### src/rtl/digit_serial_addsub_if.sv
// rtl/digit_serial_addsub_if.sv - operand/result bundle for digit_serial_addsub; zero present with DIGIT_SERIAL_ZERO_FLAG_EN
interface digit_serial_addsub_if #(
   parameter int DIGIT_W = 1
);
   logic               in_valid;
   logic               first;
   logic               sub;
   logic [DIGIT_W-1:0] a;
   logic [DIGIT_W-1:0] b;
   logic               out_valid;
   logic [DIGIT_W-1:0] sum;
   logic               out_last;
   logic               carry_out;
   logic               overflow;
   logic               frame_err;
`ifdef DIGIT_SERIAL_ZERO_FLAG_EN
   logic               zero;
`endif

   modport master (
      output in_valid, first, sub, a, b,
      input  out_valid, sum, out_last, carry_out, overflow, frame_err
`ifdef DIGIT_SERIAL_ZERO_FLAG_EN
      , input zero
`endif
   );

   modport slave (
      input  in_valid, first, sub, a, b,
      output out_valid, sum, out_last, carry_out, overflow, frame_err
`ifdef DIGIT_SERIAL_ZERO_FLAG_EN
      , output zero
`endif
   );
endinterface

### src/rtl/digit_serial_addsub.sv
// rtl/digit_serial_addsub.sv - digit-serial add/sub, LSB digit first, carry held across cycles
// Optional end-of-word zero flag enabled by defining DIGIT_SERIAL_ZERO_FLAG_EN.
module digit_serial_addsub #(
   parameter int DIGIT_W     = 1,
   parameter int WORD_DIGITS = 8,
   parameter int CNT_W       = $clog2(WORD_DIGITS)
) (
   input logic                  clk,
   input logic                  reset,
   digit_serial_addsub_if.slave bus
);

   typedef enum logic {IDLE, RUN} state_t;

   localparam logic [CNT_W-1:0] LAST_IDX = CNT_W'(WORD_DIGITS - 1);

   state_t             state_q, state_d;
   logic [CNT_W-1:0]   count_q, count_d;
   logic               carry_q, carry_d;
   logic               mode_q, mode_d;

   logic               sub_mode, cin, c_next, c_msb;
   logic [DIGIT_W-1:0] b_eff, s;
   logic               accept, start, last, ferr;

   logic               out_valid_q, out_last_q, carry_out_q, overflow_q, frame_err_q;
   logic [DIGIT_W-1:0] sum_q;

   // Subtraction is a + ~b + 1, with the +1 injected as carry-in on the first digit.
   always_comb begin
      sub_mode    = bus.first ? bus.sub : mode_q;
      b_eff       = sub_mode ? ~bus.b : bus.b;
      cin         = bus.first ? bus.sub : carry_q;
      {c_next, s} = {1'b0, bus.a} + {1'b0, b_eff} + {{DIGIT_W{1'b0}}, cin};
      c_msb       = bus.a[DIGIT_W-1] ^ b_eff[DIGIT_W-1] ^ s[DIGIT_W-1];
   end

   always_comb begin
      state_d = state_q;
      count_d = count_q;
      carry_d = carry_q;
      mode_d  = mode_q;
      accept  = 1'b0;
      start   = 1'b0;
      last    = 1'b0;
      ferr    = 1'b0;
      if (bus.in_valid) begin
         case (state_q)
            IDLE: begin
               if (bus.first) start = 1'b1;
               else           ferr  = 1'b1;
            end
            RUN: begin
               if (bus.first) begin
                  start = 1'b1;
                  ferr  = 1'b1;
               end else begin
                  accept = 1'b1;
                  if (count_q == LAST_IDX) begin
                     last    = 1'b1;
                     state_d = IDLE;
                     count_d = '0;
                     carry_d = 1'b0;
                  end else begin
                     count_d = count_q + CNT_W'(1);
                     carry_d = c_next;
                  end
               end
            end
            default: ;
         endcase
         // An early first abandons the open word and restarts exactly as from IDLE.
         if (start) begin
            accept  = 1'b1;
            state_d = RUN;
            count_d = CNT_W'(1);
            carry_d = c_next;
            mode_d  = bus.sub;
         end
      end
   end

   always_ff @(posedge clk or posedge reset) begin
      if (reset) begin
         state_q     <= IDLE;
         count_q     <= '0;
         carry_q     <= 1'b0;
         mode_q      <= 1'b0;
         out_valid_q <= 1'b0;
         sum_q       <= '0;
         out_last_q  <= 1'b0;
         carry_out_q <= 1'b0;
         overflow_q  <= 1'b0;
         frame_err_q <= 1'b0;
      end else begin
         state_q     <= state_d;
         count_q     <= count_d;
         carry_q     <= carry_d;
         mode_q      <= mode_d;
         out_valid_q <= accept;
         sum_q       <= accept ? s : '0;
         out_last_q  <= last;
         carry_out_q <= last & c_next;
         overflow_q  <= last & (c_msb ^ c_next);
         frame_err_q <= ferr;
      end
   end

   assign bus.out_valid = out_valid_q;
   assign bus.sum       = sum_q;
   assign bus.out_last  = out_last_q;
   assign bus.carry_out = carry_out_q;
   assign bus.overflow  = overflow_q;
   assign bus.frame_err = frame_err_q;

`ifdef DIGIT_SERIAL_ZERO_FLAG_EN
   logic nz_q, zero_q;

   always_ff @(posedge clk or posedge reset) begin
      if (reset) begin
         nz_q   <= 1'b0;
         zero_q <= 1'b0;
      end else begin
         if (accept) nz_q <= (start ? 1'b0 : nz_q) | (|s);
         zero_q <= last & ~(nz_q | (|s));
      end
   end

   assign bus.zero = zero_q;
`endif

endmodule

### src/flat_wrapper.sv
// flat-port wrapper written by rule: the top's interface ports become plain ports
module digit_serial_addsub_flat 
#(
   parameter int DIGIT_W     = 1,
   parameter int WORD_DIGITS = 8,
   parameter int CNT_W       = $clog2(WORD_DIGITS)
)
  (clk, reset, bus_in_valid, bus_first, bus_sub, bus_a, bus_b, bus_out_valid, bus_sum, bus_out_last, bus_carry_out, bus_overflow, bus_frame_err);
  digit_serial_addsub_if #(.DIGIT_W(DIGIT_W)) bus_i ();
  input logic clk;
  input logic reset;
  input wire logic [$bits(bus_i.in_valid)-1:0] bus_in_valid;
  input wire logic [$bits(bus_i.first)-1:0] bus_first;
  input wire logic [$bits(bus_i.sub)-1:0] bus_sub;
  input wire logic [$bits(bus_i.a)-1:0] bus_a;
  input wire logic [$bits(bus_i.b)-1:0] bus_b;
  output wire logic [$bits(bus_i.out_valid)-1:0] bus_out_valid;
  output wire logic [$bits(bus_i.sum)-1:0] bus_sum;
  output wire logic [$bits(bus_i.out_last)-1:0] bus_out_last;
  output wire logic [$bits(bus_i.carry_out)-1:0] bus_carry_out;
  output wire logic [$bits(bus_i.overflow)-1:0] bus_overflow;
  output wire logic [$bits(bus_i.frame_err)-1:0] bus_frame_err;
  assign bus_i.in_valid = bus_in_valid;
  assign bus_i.first = bus_first;
  assign bus_i.sub = bus_sub;
  assign bus_i.a = bus_a;
  assign bus_i.b = bus_b;
  assign bus_out_valid = bus_i.out_valid;
  assign bus_sum = bus_i.sum;
  assign bus_out_last = bus_i.out_last;
  assign bus_carry_out = bus_i.carry_out;
  assign bus_overflow = bus_i.overflow;
  assign bus_frame_err = bus_i.frame_err;
  digit_serial_addsub #(.DIGIT_W(DIGIT_W), .WORD_DIGITS(WORD_DIGITS), .CNT_W(CNT_W)) u_core (.clk(clk), .reset(reset), .bus(bus_i));
endmodule
### config.mk
export PLATFORM = sky130hd
export DESIGN_NAME = digit_serial_addsub_flat
export DESIGN_NICKNAME = d
export VERILOG_FILES = /design/src/rtl/digit_serial_addsub_if.sv /design/src/rtl/digit_serial_addsub.sv /design/src/flat_wrapper.sv
export SDC_FILE = /design/constraint.sdc
export NUM_CORES = 1
export LEC_CHECK = 0
export ABC_AREA = 1
export BUFFER_PORTS_ARGS = -buffer_cell sky130_fd_sc_hd__buf_2
export CAP_MARGIN = 10
export CORE_AREA = 4 4 41 43
export DETAILED_ROUTE_END_ITERATION = 7
export DIE_AREA = 0 0 45 47
export HOLD_SLACK_MARGIN = 0.05
export PLACE_DENSITY = 0.69
export SLEW_MARGIN = 25
export SYNTH_ARGS = -nofsm -noshare
export SYNTH_HDL_FRONTEND = slang
export SYNTH_SLANG_ARGS = --single-unit
### constraint.sdc
create_clock -name clk -period 1.5 [get_ports clk]
set_input_delay 0 -clock clk [delete_from_list [all_inputs] [get_ports clk]]
set_output_delay 0 -clock clk [all_outputs]
set_load 0.005 [all_outputs]
==> out/metrics.yaml, run 1 <==
die_area_um2: 2120
vdd_drop_max_mv: 0.589
max_cap_violations: 0
yosysTopAreaCell: "dfrtp_1"
grt.overflow.total: 0
clk_latency_ps: 270
placed_cell_area_um2: 693
critPathSlowestCell: "fa_1"
crit_type: "reg2reg"
final_cell_area_um2: 759
final-setup-viol-count: 0
cpMostUsedCell: "inv_1"
dr.pass1.iters: 4
syn_area_um2: 614
min_path_type: "in2reg"
critPathMaxFanout: 4
cp_cell_sequence: "inv_1 > o21ai_1 > inv_1 > fa_1 > a21oi_1 > nor2_2"
drtAntennaViolNets: 0
dpl.hpwl_um: 794
cts_tree: "yes"
synth_area_leaders: "dfrtp_1, nand2_1, ha_1"
largest_reg_flops: 3
end_kind: "flip-flop"
grt_max_degree: 13
ys_seq_area_share_pct: 48.9
cts_sinks: 12
utilization_pct: 58.4
route.detailed.drc: 0
yosysWarnings: 0
cts_htree_levels: 1
period_share_pct: 94.0
syn_area_per_cell_um2: 9.31
rows: 13
viasPerCell: 4.56
clkTransAtPathRegs_ps: 70
num_vias: 456
core_area_um2: 1300
fin_cells: 100
leakage_nw: 0.423
io_pins: 13
first_iter_violations: 8
hold_viol: 0
critPathTopFamily: "adder cells"
nets: 98
yosysUniqueCellTypes: 19
p_total_mw: 0.772
final_layout_size_suffix_gt1_share_pct: 29.4
cts_buffers: 3
grt_pass1_wl_mm: 1.76
grt_use_total_pct: 12.0
fin_hold_ws_ps: 69.2
timing.fmax_mhz: 709
slew_violations: 0
cts.path.max_buffers: 2
largest-register: "u_core.count_q"
tightest_slew_ps: 451
start_kind: "flip-flop"
outcome: "complete, no violations"
tns_ps: 0
diodes: 0
clock_skew_ps: 2.20
wire_per_inst_um: 10.1
finalCriticalPeriod_ps: 1410
antenna_found_initial: 0
cts_root_buf: "clkbuf_4"
rsz0062_at_grt: "no"
fp.dieH_um: 47
power_density_nw_per_um2: 1020
synth_seq_cells: 12
max_stage_delay_ps: 470
synth.net_count: 78
finalWirelength_mm: 1.01
grt_pass1_vias: 457
relSlewSlack_pct: 69.9
io_buffers: 12
initial_utilization_pct: 47.2
nFillCells: 130
critPathRequiredTime_ps: 1660
area_delta_synth_final_pct: 23.6
synthCells: 66
crit_buf_inv: 2
place_congestion: 0.723
arrival_ps: 1570
fp.dieW_um: 45
dp_cells: 93
place_ws_ps: 22.5
fin_ws_ps: 90.1
synth_top_area_share_pct: 48.9
## logic make-up after synthesis
group | synth area share (%)
buffers and inverters | 6.11
flip-flops | 48.9
adder cells (fa/ha/maj) | 11.4
AND/OR/NAND/NOR | 28.1
AO/OA/AOI/OAI | 5.50
## path summary, 6_finish.rpt
check | to | slack (ps) | from | cells past startpoint
hold / removal | u_core.mode_q$_DFFE_PP0P_ | 70 | bus_sub | 3
setup reg to reg | u_core.bus.overflow$_DFF_PP0_ | 90 | u_core.carry_q$_DFFE_PP0P_ | 6
max in group asynchronous | u_core.mode_q$_DFFE_PP0P_ | 910 | reset | 3
hold reg to reg | u_core.carry_q$_DFFE_PP0P_ | 490 | u_core.carry_q$_DFFE_PP0P_ | 2
setup / recovery | u_core.bus.overflow$_DFF_PP0_ | 90 | u_core.carry_q$_DFFE_PP0P_ | 6
min in group asynchronous | u_core.bus.out_valid$_DFF_PP0_ | 280 | reset | 3
## per-layer routing
metal | wire, um | GRT usage, % | vias to the layer above
met5 | 0 | 0 | -
met4 | 0 | 3.51 | 0
met3 | 83 | 7.66 | 0
met2 | 480 | 18.9 | 10
met1 | 442 | 13.4 | 202
li1 | - | - | 244
## cells in the mapped netlist
cell	n
nor2_8	1
o21ai_0	3
nor2_1	2
dfrtp_1	12
nor3_1	1
ha_1	4
o21ai_2	1
nand3b_1	2
fa_1	1
inv_2	3
nand2_1	20
inv_1	7
nor2_2	1
nand2_2	1
o21ai_1	1
nand3_1	3
nand2_4	1
nor2_4	1
a21oi_1	1
## tightest hold or removal path: cells and delay by family
kind	cells	cell delay (ps)
AND/OR/NAND/NOR	1	110
AO/OA/AOI/OAI	1	90
buffers and inverters	1	90
## power by group
group | leakage, nW | internal, mW | switching, mW
Combinational | 0.251 | 0.0652 | 0.0853
Clock | 0.0210 | 0.148 | 0.101
Sequential | 0.151 | 0.356 | 0.0161
## cell usage in the layout (no fill, tap or decap)
master,synthesis,final
nor2_8,1,1
nor2_2,1,1
fa_1,1,1
nand2_4,1,1
clkbuf_8,0,1
o21ai_2,1,1
nor2_4,1,1
nand3_1,3,3
nand2_2,1,1
nor2_1,2,2
ha_1,4,4
inv_1,7,7
nor3_1,1,1
dlygate4sd3_1,0,3
nand2_1,20,20
o21ai_1,1,2
a21oi_1,1,1
clkbuf_4,0,3
dfrtp_1,12,12
inv_2,3,3
buf_2,0,12
nand3b_1,2,2
o21ai_0,3,2
## what timing repair did
action,4_1_cts,5_1_grt
endpoints found under the setup margin,0,2
resized for setup,0,1
hold endpoints to repair,15,0
setup buffers,0,0
hold buffers,3,0
## final cells by class
type	count	area [um^2]	area share, %
flip-flops and latches	12	300	39.5
multi-input cells	44	277	36.4
repair buffers	15	90.1	11.9
inverters	10	37.5	4.94
clock buffers	4	36.3	4.78
well taps	15	18.8	2.47
(Power assumes the default switching activity.)
==> run 2, diff against run 1 <==
Settings changed: CELL_PAD_IN_SITES_DETAIL_PLACEMENT set to 1, CELL_PAD_IN_SITES_GLOBAL_PLACEMENT set to 1, CORE_AREA 4 4 41 43 to unset, CORE_MARGIN set to 4, CORE_UTILIZATION set to 38, DIE_AREA 0 0 45 47 to unset, PLACE_DENSITY 0.69 to unset, PLACE_DENSITY_LB_ADDON set to 0.1.
==> run 2 against run 1 <==
Net effect: combinational power is 5% higher; flip-flop and latch count stayed put; first-iteration DRC count is 13% lower; final area is 0.82% lower; largest power group unchanged; worst hold slack better by 19 ps; critical path type unchanged; via count is 3.1% higher; core utilization is 8.9 points lower; maximum frequency is 2.8% higher; sequential power hardly changed; sequential share of layout area is 0.33 points higher.
==> out/metrics.yaml, run 2 (same netlist as run 1, synthesis figures left out) <==
io_buffers: 12  # unchanged
rows: 14  # +1
hold_path_depth: 3  # unchanged
crit_type: "reg2reg"
r2r_slack_ps: 130  # +40 ps
cpMostUsedCell: "nand2_1"
nets: 98  # unchanged
cts_root_buf: "clkbuf_4"
vdd_drop_max_mv: 0.591  # +0.38%
grt_max_degree: 13  # unchanged
slew_violations: 0  # unchanged
critPathMaxFanout: 4  # unchanged
finalWirelength_mm: 1.25  # +24%
dr.pass1.iters: 3  # -1
critPathTopFamily: "flip-flops"
io_pins: 13  # unchanged
fin_cells: 100  # unchanged
leakage_nw: 0.417  # -1.5%
cts.path.max_buffers: 2  # unchanged
start_kind: "flip-flop"
crit_buf_inv: 1  # -1
grt_pass1_wl_mm: 2.11  # +20%
cts_setup_buffers: 0  # unchanged
hold_viol: 0  # unchanged
cts_tree: "yes"
tightest_slew_ps: 446  # -5.69 ps
cp_cell_sequence: "inv_1 > o21ai_0 > nand2_1 > nand2_1 > fa_2 > a21oi_1 > nor2_2"
timing.fmax_mhz: 729  # +2.8%
clock_skew_ps: 7.20  # +5.01 ps
outcome: "complete, no violations"
num_vias: 470  # +3.1%
grt_pass1_vias: 467  # +2.2%
dp_cells: 94  # +1.1%
initial_utilization_pct: 40.3  # -6.9 points
cts_sinks: 12  # unchanged
min_path_type: "in2reg"
largest_reg_flops: 3  # unchanged
fp.dieH_um: 48.2  # +2.6%
clk_latency_ps: 270  # about the same
wire_per_inst_um: 12.5  # +24%
period_share_pct: 91.4  # -2.6 points
place_congestion: 0.685  # -5.2%
critPathRequiredTime_ps: 1650  # about the same
grt.overflow.total: 0  # unchanged
antenna_found_initial: 0  # unchanged
relSlewSlack_pct: 70.3  # +0.38 points
utilization_pct: 49.4  # -8.9 points
final_cell_mix: "nand2_1, buf_2, dfrtp_1"
critPathSlowestCell: "dfrtp_1"
max_cap_violations: 0  # unchanged
holdPathEnd: "u_core.mode_q$_DFFE_PP0P_"
clkTransAtPathRegs_ps: 70  # about the same
largest-register: "u_core.count_q"
die_area_um2: 2320  # +9.9%
r2r_cells: 7  # +1
area_delta_synth_final_pct: 22.6
r2r-start: "u_core.mode_q$_DFFE_PP0P_"
reg2reg_to: "u_core.bus.overflow$_DFF_PP0_"
arrival_ps: 1530  # -40 ps
fp.dieW_um: 48.2  # +7.1%
diodes: 0  # unchanged
power_density_nw_per_um2: 958  # -5.7%
cts_htree_levels: 1  # unchanged
dpl.hpwl_um: 966  # +22%
cts_buffers: 3  # unchanged
finalCriticalPeriod_ps: 1370  # -38.5 ps
max_stage_delay_ps: 400  # -70 ps
startpoint: "u_core.mode_q$_DFFE_PP0P_"
viasPerCell: 4.70  # +3.1%
rsz0062_at_grt: "no"
final_common_cell: "nand2_1"
first_iter_violations: 7  # -1
grt_use_total_pct: 13.4  # +1.4 points
drtAntennaViolNets: 0  # unchanged
core_area_um2: 1520  # +17%
route.detailed.drc: 0  # unchanged
final-setup-viol-count: 0  # unchanged
min_from: "bus_sub"
end_kind: "flip-flop"
final_layout_size_suffix_gt1_share_pct: 31.0  # +1.5 points
## run 2: cell types whose count changed in the layout (fill, tap and decap cells not counted)
cell	previous run	this run
o21ai_2	1	2
fa_2	0	1
o21ai_1	2	1
clkbuf_8	1	0
fa_1	1	0
## run 2: worst max-delay path by stage
stage,end,cells past startpoint
6_report,u_core.bus.overflow$_DFF_PP0_,7
5_1_grt,u_core.bus.overflow$_DFF_PP0_,7
4_1_cts,u_core.bus.overflow$_DFF_PP0_,6
3_5_place_dp,u_core.bus.overflow$_DFF_PP0_,6
3_3_place_gp,u_core.bus.overflow$_DFF_PP0_,6
2_1_floorplan,u_core.bus.overflow$_DFF_PP0_,6
## run 2: cell type report
cell class,instances,area [um^2]
clock buffer,3,22.5
fill,193,771
inverter,10,37.5
multi-input combinational,44,283
sequential,12,300
tap,16,20.0
timing repair buffer,15,90.1
## run 2: worst register-to-register path, delay by kind of cell, from the launching register on
family,cells,cell delay [ps]
flip-flops,1,400
adder cells (fa/ha/maj),1,380
AND/OR/NAND/NOR,3,180
AO/OA/AOI/OAI,2,230
buffers and inverters,1,60
## run 2: what timing repair did
item	4_1_cts	5_1_grt
hold endpoints to repair	14	0
gates resized for setup	1	2
hold buffers	3	0
endpoints found under the setup margin	2	2
## run 2: routing by layer
metal	track usage [%]	vias to the layer above	part of all wire, %
li1	-	242	-
met3	5.90	0	6.1
met5	0	-	0
met2	21.1	13	50
met4	3.23	0	0
met1	16.9	215	44
## run 2: power breakdown
group | internal [mW] | switching, mW | total [mW]
clock | 0.0927 | 0.0947 | 0.187
sequential | 0.356 | 0.0185 | 0.375
combinational | 0.0679 | 0.0913 | 0.159
total | 0.517 | 0.204 | 0.721
## run 2: per-stage QoR
| stage | TNS [ps] | hold WS [ps] | setup slack, ps | power [mW] | instance area (um^2) |
|---|---|---|---|---|---|
| global placement | 0 | 31.1 | 57.2 | 0.524 | 694 |
| global route | 0 | 132 | 46.4 | 0.786 | 753 |
| floorplan | 0 | -135 | 107 | 0.481 | 614 |
| detailed placement | -30.1 | 32.7 | -30.1 | 0.533 | 694 |
| CTS | 0 | 55.3 | 21.2 | 0.735 | 747 |
| finish | 0 | 88.3 | 129 | 0.721 | 753 |
==> run 3, diff against run 2 <==
Settings changed: GPL_TIMING_DRIVEN set to 0.
==> run 3 against run 2 <==
Net effect: global-route usage is 0.50 points higher; via count is 4.9% higher; clock skew is 5.8 ps lower; power is 10% higher; first-iteration DRC count is 14% lower; maximum frequency is 5.8% lower.
==> out/metrics.yaml, run 3 (same netlist as run 1, synthesis figures left out) <==
outcome: "complete, no violations"
crit_buf_inv: 2  # +1
dr.pass1.iters: 4  # +1
wire_per_inst_um: 12.7  # +1.8%
critPathMaxFanout: 4  # unchanged
cts.path.max_buffers: 2  # unchanged
reg2reg_to: "u_core.bus.overflow$_DFF_PP0_"
r2r_cells: 8  # +1
largest_reg_flops: 3  # unchanged
relSlewSlack_pct: 70.0  # -0.27 points
critPathRequiredTime_ps: 1710  # +60 ps
r2r_slack_ps: 100  # -30 ps
period_share_pct: 97.1  # +5.6 points
fin_cells: 102  # +2.0%
cts_sinks: 12  # unchanged
tightest_slew_ps: 450  # +4.04 ps
r2r-start: "u_core.mode_q$_DFFE_PP0P_"
diodes: 0  # unchanged
largest-register: "u_core.count_q"
critPathSlowestCell: "dlygate4sd3_1"
grt_pass1_wl_mm: 2.13  # +0.66%
holdPathEnd: "u_core.mode_q$_DFFE_PP0P_"
finalWirelength_mm: 1.30  # +3.8%
cts_buffers: 3  # unchanged
route.detailed.drc: 0  # unchanged
first_iter_violations: 6  # -1
final-setup-viol-count: 0  # unchanged
start_kind: "input pin"
cts_htree_levels: 1  # unchanged
power_density_nw_per_um2: 1010  # +5.6%
clk_latency_ps: 270  # about the same
end_kind: "flip-flop"
hold_path_depth: 3  # unchanged
fp.dieW_um: 48.2  # unchanged
clkTransAtPathRegs_ps: 70  # about the same
area_delta_synth_final_pct: 27.7
cts_root_buf: "clkbuf_4"
initial_utilization_pct: 40.3  # unchanged
timing.fmax_mhz: 687  # -5.8%
num_vias: 493  # +4.9%
min_from: "bus_first"
final_cell_mix: "nand2_1, buf_2, dfrtp_1"
crit_type: "in2reg"
fp.dieH_um: 48.2  # unchanged
rows: 14  # unchanged
max_stage_delay_ps: 540  # +140 ps
p_total_mw: 0.793  # +10%
arrival_ps: 1670  # +140 ps
io_pins: 13  # unchanged
cts_tree: "yes"
slew_violations: 0  # unchanged
grt_pass1_vias: 478  # +2.4%
clock_skew_ps: 1.42  # -5.79 ps
cts_setup_buffers: 0  # unchanged
crit_cells: 10  # +3
antenna_found_initial: 0  # unchanged
multi_input_area_um2: 290  # +2.7%
final_common_cell: "nand2_1"
die_area_um2: 2320  # unchanged
drtAntennaViolNets: 0  # unchanged
critPathTopFamily: "buffers and inverters"
ff_latch_area_um2: 300  # unchanged
io_buffers: 12  # unchanged
finalCriticalPeriod_ps: 1460  # +84.4 ps
core_area_um2: 1520  # unchanged
final_layout_size_suffix_gt1_share_pct: 33.7  # +2.8 points
hold_viol: 0  # unchanged
place_congestion: 0.668  # -2.6%
max_cap_violations: 0  # unchanged
nFillCells: 188  # -2.6%
dpl.hpwl_um: 945  # -2.1%
grt_max_degree: 13  # unchanged
grt.overflow.total: 0  # unchanged
leakage_nw: 0.428  # +2.6%
cp_cell_sequence: "dlygate4sd3_1 > buf_2 > nand2_2 > o21ai_0 > nand2_1 > nand2_1 > fa_2 > nand3_1 > nand2_2 > nor2_2"
grt_use_total_pct: 13.9  # +0.50 points
min_path_type: "in2reg"
viasPerCell: 4.83  # +2.8%
vdd_drop_max_mv: 0.797  # +35%
dp_cells: 94  # unchanged
nets: 99  # +1.0%
run 3: cell types whose count changed in the layout (fill, tap and decap cells not counted):
cell and delta:
dlygate4sd3_1 +1, o21ai_1 +1, nand2_1 -1, o21ai_2 -1
nand2_2 +1, a21oi_2 +1, nor3_2 +1, clkbuf_8 +1
nor3_1 -1, a21oi_1 -1
run 3: layout make-up:
type | instances | share of cell area, %
sequential | 12 | 38.3
multi-input combinational | 44 | 37.0
timing repair buffer | 16 | 12.8
inverter | 10 | 4.78
clock buffer | 4 | 4.63
tap | 16 | 2.55
run 3: layer usage:
| metal | vias to the layer above | global-route usage (%) | part of all wire, % |
|---|---|---|---|
| li1 | 246 | - | - |
| met3 | 2 | 5.54 | 6.5 |
| met1 | 232 | 15.7 | 41 |
| met4 | 0 | 6.45 | 0.93 |
| met2 | 13 | 22.9 | 51 |
| met5 | - | 0 | 0 |
run 3: how the worst max path moves through the flow:
stage	start	to
after floorplan	u_core.carry_q$_DFFE_PP0P_	u_core.bus.overflow$_DFF_PP0_
after global placement	u_core.carry_q$_DFFE_PP0P_	u_core.bus.overflow$_DFF_PP0_
after detailed placement	u_core.carry_q$_DFFE_PP0P_	u_core.bus.overflow$_DFF_PP0_
after CTS	bus_sub	u_core.bus.overflow$_DFF_PP0_
after global routing	bus_sub	u_core.bus.overflow$_DFF_PP0_
final	bus_sub	u_core.bus.overflow$_DFF_PP0_
run 3: through the flow:
step	hold slack (ps)	utilization, %	setup WS (ps)	instance area, um^2	setup TNS [ps]
finish	95.6	51.5	44.2	785	0
global route	121	51.5	-0.262	785	-0.262
CTS	59.6	50.7	63.5	773	0
detailed placement	27.0	45.6	-79.0	694	-101
global placement	29.9	45.6	-27.0	694	-27.0
floorplan	-135	-	107	614	0
run 3: power breakdown:
group / total (mW) / switching [mW] / internal, mW
Sequential: 0.375 / 0.0185 / 0.356
Combinational: 0.163 / 0.0937 / 0.0697
Clock: 0.255 / 0.107 / 0.148
run 3: repair_timing:
action / CTS / global route
hold buffers: 4 / 0
endpoints found under the hold margin: 16 / 0
pin swaps: 0 / 1
gates resized for setup: 2 / 3
gates cloned: 0 / 0
setup endpoints to repair: 2 / 2
run 3: worst reg2reg max path: cells and delay by family (launching register included):
family / cells / cell delay, ps
compound gates: 1 / 60
flops: 1 / 390
buf+inv: 1 / 60
simple gates: 5 / 400
fa+ha+maj: 1 / 430
